File: config.mk
export PLATFORM = sky130hd
export DESIGN_NAME = arb_mux8_32_flat
export DESIGN_NICKNAME = d
export VERILOG_FILES = /design/src/rtl/arb_mux8_32_if.sv /design/src/rtl/arb_mux8_32.sv /design/src/flat_wrapper.sv
export SDC_FILE = /design/constraint.sdc
export NUM_CORES = 1
export LEC_CHECK = 0
export ABC_CLOCK_PERIOD_IN_PS = 1970
export BUFFER_PORTS_ARGS = -buffer_cell sky130_fd_sc_hd__buf_2
export CORE_ASPECT_RATIO = 0.9
export CORE_MARGIN = 4
export CORE_UTILIZATION = 44
export CTS_CLUSTER_DIAMETER = 30
export CTS_CLUSTER_SIZE = 40
export DETAILED_ROUTE_END_ITERATION = 16
export GPL_TIMING_DRIVEN = 0
export PLACE_DENSITY = 0.78
export RECOVER_POWER = 50
export SKIP_CTS_REPAIR_TIMING = 1
export SYNTH_ARGS = -nofsm -noshare
export SYNTH_HDL_FRONTEND = slang
export SYNTH_SLANG_ARGS = --single-unit
File: constraint.sdc
create_clock -name clk_4f -period 1.97 [get_ports clk_4f]
set_input_delay 0.394 -clock clk_4f [delete_from_list [all_inputs] [get_ports clk_4f]]
set_output_delay 0.394 -clock clk_4f [all_outputs]
set_load 0.05 [all_outputs]
File: src/rtl/arb_mux8_32_if.sv
// Byte-stream bundle between four lane producers, the arbiter and the 8-to-32 multiplexer.
// master: arbiter side (consumes req/head bytes, drives pop and the registered byte stream).
// slave: producer/multiplexer side.
interface arb_mux8_32_if;
  logic [3:0] req;
  logic [7:0] data_in0;
  logic [7:0] data_in1;
  logic [7:0] data_in2;
  logic [7:0] data_in3;
  logic [3:0] pop;
  logic [7:0] data_out;
  logic       valid_out;
  logic [1:0] gnt_id;
  logic       sof;

  modport master (
    input  req, data_in0, data_in1, data_in2, data_in3,
    output pop, data_out, valid_out, gnt_id, sof
  );

  modport slave (
    output req, data_in0, data_in1, data_in2, data_in3,
    input  pop, data_out, valid_out, gnt_id, sof
  );
endinterface

File: src/rtl/arb_mux8_32.sv
// Four-lane word-granular scheduler feeding the 8-to-32 mux; grants start on phase-3 decisions.
// Latency: popped byte appears on data_out one edge later; req-to-first-pop at most 4 cycles uncontended.
// Backpressure: none downstream; lanes are throttled only through the one-hot combinational pop.
// Optional build macro ARB_FIXED_PRIO_EN: fixed priority (lane 0 highest) instead of round-robin.
module arb_mux8_32 (
  input  logic          clk_4f,
  input  logic          reset_L,
  arb_mux8_32_if.master bus
);

  typedef enum logic {IDLE, BURST} state_t;

  state_t     state;
  logic [1:0] phase;
  logic [1:0] gsel;
  logic [1:0] start;
  logic [1:0] win;
  logic       win_vld;
  logic       decide;
  logic [7:0] sel_byte;

  logic [7:0] data_out_q;
  logic       valid_out_q;
  logic [1:0] gnt_id_q;
  logic       sof_q;

  assign decide = (phase == 2'd3);

`ifdef ARB_FIXED_PRIO_EN
  // Search always begins at lane 0, so no rotating pointer exists.
  assign start = 2'd0;
`else
  logic [1:0] ptr;

  assign start = ptr;

  // Rotate priority past the lane that just won a word.
  always_ff @(posedge clk_4f or negedge reset_L) begin
    if (!reset_L) begin
      ptr <= 2'd0;
    end else if (decide && win_vld) begin
      ptr <= win + 2'd1;
    end
  end
`endif

  // First requesting lane at or after start; scanning backwards lets the nearest lane win.
  always_comb begin
    win     = 2'd0;
    win_vld = 1'b0;
    for (int i = 3; i >= 0; i--) begin
      if (bus.req[start + 2'(i)]) begin
        win     = start + 2'(i);
        win_vld = 1'b1;
      end
    end
  end

  // Head byte of the currently granted lane.
  always_comb begin
    case (gsel)
      2'd0:    sel_byte = bus.data_in0;
      2'd1:    sel_byte = bus.data_in1;
      2'd2:    sel_byte = bus.data_in2;
      default: sel_byte = bus.data_in3;
    endcase
  end

  // Phase counter, grant FSM and registered byte stream; a phase-3 burst cycle also decides the next word.
  always_ff @(posedge clk_4f or negedge reset_L) begin
    if (!reset_L) begin
      phase       <= 2'd0;
      state       <= IDLE;
      gsel        <= 2'd0;
      data_out_q  <= 8'h00;
      valid_out_q <= 1'b0;
      gnt_id_q    <= 2'd0;
      sof_q       <= 1'b0;
    end else begin
      phase <= phase + 2'd1;
      if (state == BURST) begin
        data_out_q  <= sel_byte;
        valid_out_q <= 1'b1;
        gnt_id_q    <= gsel;
        sof_q       <= (phase == 2'd0);
      end else begin
        valid_out_q <= 1'b0;
        sof_q       <= 1'b0;
      end
      if (decide) begin
        if (win_vld) begin
          gsel  <= win;
          state <= BURST;
        end else begin
          state <= IDLE;
        end
      end
    end
  end

  assign bus.pop       = (state == BURST) ? (4'b0001 << gsel) : 4'b0000;
  assign bus.data_out  = data_out_q;
  assign bus.valid_out = valid_out_q;
  assign bus.gnt_id    = gnt_id_q;
  assign bus.sof       = sof_q;

endmodule
File: src/flat_wrapper.sv
// flat-port wrapper written by rule: the top's interface ports become plain ports
module arb_mux8_32_flat 
  (clk_4f, reset_L, bus_req, bus_data_in0, bus_data_in1, bus_data_in2, bus_data_in3, bus_pop, bus_data_out, bus_valid_out, bus_gnt_id, bus_sof);
  arb_mux8_32_if bus_i ();
  input  logic clk_4f;
  input  logic reset_L;
  input wire logic [$bits(bus_i.req)-1:0] bus_req;
  input wire logic [$bits(bus_i.data_in0)-1:0] bus_data_in0;
  input wire logic [$bits(bus_i.data_in1)-1:0] bus_data_in1;
  input wire logic [$bits(bus_i.data_in2)-1:0] bus_data_in2;
  input wire logic [$bits(bus_i.data_in3)-1:0] bus_data_in3;
  output wire logic [$bits(bus_i.pop)-1:0] bus_pop;
  output wire logic [$bits(bus_i.data_out)-1:0] bus_data_out;
  output wire logic [$bits(bus_i.valid_out)-1:0] bus_valid_out;
  output wire logic [$bits(bus_i.gnt_id)-1:0] bus_gnt_id;
  output wire logic [$bits(bus_i.sof)-1:0] bus_sof;
  assign bus_i.req = bus_req;
  assign bus_i.data_in0 = bus_data_in0;
  assign bus_i.data_in1 = bus_data_in1;
  assign bus_i.data_in2 = bus_data_in2;
  assign bus_i.data_in3 = bus_data_in3;
  assign bus_pop = bus_i.pop;
  assign bus_data_out = bus_i.data_out;
  assign bus_valid_out = bus_i.valid_out;
  assign bus_gnt_id = bus_i.gnt_id;
  assign bus_sof = bus_i.sof;
  arb_mux8_32 u_core (.clk_4f(clk_4f), .reset_L(reset_L), .bus(bus_i));
endmodule
==> Word-level counts from Yosys, hierarchy flattened <==
Cells that the tools add are included.
{ "word_totals": {"output_inout_bits": 16, "reg_bits": 19} }
{ "classes": {"muxes": 21, "n_shift": 1, "add_sub_neg": 5, "eq_ne": 3, "reduce_logical": 4, "magnitude_cmp": 4} }
{ "op_table": {"columns": ["cell", "count"], "rows": [
  ["$pmux 8 s3", 1],
  ["$lt 2x3->1 const B", 4],
  ["$mux 1", 11],
  ["$bmux 1 s2", 4],
  ["$mux 2", 4],
  ["$add 2x1->2 const B", 3],
  ["$add 2x2->2 const B", 2],
  ["$eq 2x2->1 const B", 2],
  ["$logic_not 2->1", 2],
  ["$mux 4", 1],
  ["$shl 1x2->4 const A", 1],
  ["$eq 2x1->1 const B", 1],
  ["$reduce_and 2->1", 1],
  ["$logic_and 1x1->1", 1]
]} }

==> Depth between registers and ports, before layout <==
{ "depth": {"ltp_word": 8, "mapped_depth": 5} }

==> Worst setup path before layout <==
Ideal clock, no wire load.
{ "synth_timing": {"path_type": "register to output", "start": "reg u_core.state", "end": "out bus_pop[2]", "path_buffers": 1, "t_arrival_ps": 1903, "setup_slack_ps": -327, "stages_incl_launch_ff": 4, "path_cell_list": "dfrtp_1 > buf_2 > inv_1 > nor3b_1"} }
{ "synth_between": {"elab_chain_len": 1} }
{ "synth_rtl": {"columns": ["item", "line", "source"], "rows": [
  ["from (decl)", "arb_mux8_32.sv:13", "state_t state;"],
  ["from (signal assigned)", "arb_mux8_32.sv:73", "state <= IDLE;"],
  ["from (signal assigned)", "arb_mux8_32.sv:93", "state <= BURST;"],
  ["from (signal assigned)", "arb_mux8_32.sv:95", "state <= IDLE;"],
  ["$mux 4", "arb_mux8_32.sv:101", "assign bus.pop = (state == BURST) ? (4'b0001 << gsel) : 4'b0000;"],
  ["to (decl)", "flat_wrapper.sv:12", "output wire logic [$bits(bus_i.pop)-1:0] bus_pop;"]
]} }
No other way between the ends.

==> Worst setup path after layout <==
Same ends and word-level chain as after synthesis.

==> qor.txt <==
Drt wl/cell - 16.08 um
Full die area - 3209 um^2
Final period util - 0.9584
ANT nets after route - 0
CTS buffer count - 3
Synth Register Bits - 19
Slew @ Worst Pin - 1.047 ns
WP data arrival - 1.49 ns
Setup repair after global routing missed its margin - no
Max cap viols - 0
Post-synth EDFFs - 0
Largest family of logic cells by synthesized area - multiplexers
H-tree levels - 1
Most frequent cells in the layout - buf_2 (50), dfrtp_1 (17), inv_1 (6)
Hold Violations, Final - 0
Mapped Cells - 73
Clk slew on worst S/H paths - 0.12 ns
ANT cells - 0
Largest net degree at the start of global routing - 20
Vias in the first global route - 777
Max Freq - 529.7 MHz
Slew Limit Fails - 0
Die Y - 54.15 um
Most common cell after layout, fill and taps aside - buf_2
Register area share after synthesis - 0.4567
DRT Wirelength - 2509 um
Startpoint types - flop
Layout cells sized above 1 - 0.6047
Rows - 16
Mapped cell area - 1041 um^2
GR Overflow Total - 0
Input/output buffers - 53
Post-synthesis simple-gate area fraction - 0.05889
Power density cells - 1313 nW/um^2
DRC violations left - 0
Synth Area in Compound Gates - 0.09135
Post-synth ARST share - 1.000
Top delay family on crit path - buffers and inverters
Netlist cell types - 26
Fin cells - 156
Cells after DPL - 153
Area Growth Syn to Fin - 30.65%
Starting DRT DRC Count - 33
Fill cells - 177
Final Skew - 0.009657 ns
Syn nets - 113
GPL Wtd Cong - 0.7181
Top_reg_cell synth - dfrtp_1
Area of the multi-input gates - 514.2 um^2
Initial antenna violation count - 0
FF+latch area - 478.0 um^2
Root buf cell - clkbuf_4
Sum of negative setup slack - 0 ns
Worst vdd ir - 0.9623 mV
Setup violations, final - 0
Fin nets - 170
Mean area per synthesized cell - 14.26 um^2
DR vias/cell - 5.064
Critical path class - flop to primary output
CP Capture Type - primary output
DRT Pass-1 Iters - 3
Synth area leader - dfrtp_1
Die W - 59.27 um
Crit path buffers/inverters - 3
Max incr delay on CP - 0.45 ns
TritonCTS clock tree - done
Top cells by area, synth - dfrtp_1 (46%), mux4_2 (11%), mux4_1 (7.6%)
Pleak - 0.0006926 uW
Mux share of post-synthesis cell area - 0.3197
Yosys top cell area share - 0.4567
Post-layout minimum cycle time - 1.888 ns
Synth Area in XOR/XNOR - 0.008413
Req. time, crit path - 1.58 ns
Post-DP HPWL - 1862 um
Clk_lat worst skew - 0.31 ns
Crit-path slowest cell - dfrtp_2
Clock Path Buffers - 2
Adder and majority gate portion of the synthesized area - 0.02404
Starting Density - 0.4685
Via Count - 790
Slew HR - 0.3023
First-pass GRT wire length - 3443 um
Worst-path cell chain - buf_4 -> inv_1 -> nor3b_2 -> clkbuf_4
Gr usage total - 0.1501
Worst-path maximum fanout - 10
Outcome - complete, no violations
I/O Pins - 54
Worst Hold Class - input pin to async pin
Clock sinks - 19
CORE AREA - 2222 um^2
Synth warnings - 0
## final timing paths
check                                         endpoint  cells after the start  slack, ns            start
worst min register to register         u_core.phase[0]                      1       0.45  u_core.phase[0]
worst max-delay path                        bus_pop[2]                      4       0.08     u_core.state
worst min-delay path              u_core.bus.valid_out                      1       0.23          reset_L
min in group clk_4f                    u_core.phase[0]                      1       0.45  u_core.phase[0]
max in group asynchronous                 u_core.state                      1       1.03          reset_L
worst max register to register  u_core.bus.data_out[1]                      3       0.46   u_core.gsel[0]
## cell usage after synthesis (all sizes together) (2+ instances only)
master / n
dfrtp: 19
nor2: 2
ha: 2
nand2b: 2
o21ai: 4
a21oi: 3
nand2: 4
mux2: 10
mux4: 8
buf: 2
inv: 6
## flip-flops by register name, summed over array words and instances (netlist names)
signal	cells
u_core.bus.data_out	8
u_core.bus.gnt_id	2
u_core.gsel	2
u_core.phase	2
u_core.ptr	2
u_core.bus.sof	1
u_core.bus.valid_out	1
u_core.state	1
## per-layer routing
metal,GRT usage,routed length (um),up-vias
met5,0,0,-
met4,0.07925,50,0
met3,0.02878,135,5
met2,0.2673,1384,24
met1,0.1702,939,378
li1,-,-,383
## power breakdown
part	internal (uW)	switching [uW]
clock network	75.9	133
logic	366	597
registers	506	108
## per-stage QoR
stage	hold slack, ns	power [uW]	util	setup slack (ns)	instance area [um^2]
3_5_place_dp	0.3570	1589	0.6075	0.2333	1350
6_report	0.2304	1786	0.6121	0.08203	1360
4_1_cts	0.004279	1801	0.6199	-0.1332	1378
3_3_place_gp	0.3484	1567	0.6075	0.2658	1350
2_1_floorplan	0.09841	1359	-	0.1400	1051
5_1_grt	0.3224	1873	0.6121	0.02211	1360
## cell families after synthesis
kind of cell	count (synthesis)
XOR/XNOR	1
buffers and inverters	9
AND/OR/NAND/NOR	12
adder cells (fa/ha/maj)	2
multiplexers	19
flip-flops	19
AO/OA/AOI/OAI	11
## area by class of cell
| cell class | instances | share of cell area |
|---|---|---|
| Buffer | 2 | 0.01380 |
| Timing Repair Buffer | 53 | 0.1950 |
| Multi-Input combinational cell | 45 | 0.3781 |
| Inverter | 6 | 0.01656 |
| Sequential cell | 19 | 0.3514 |
| Clock inverter | 1 | 0.003680 |
| Clock buffer | 3 | 0.01656 |
| Tap cell | 27 | 0.02484 |
No activity file was read; power rests on OpenSTA's default activity.
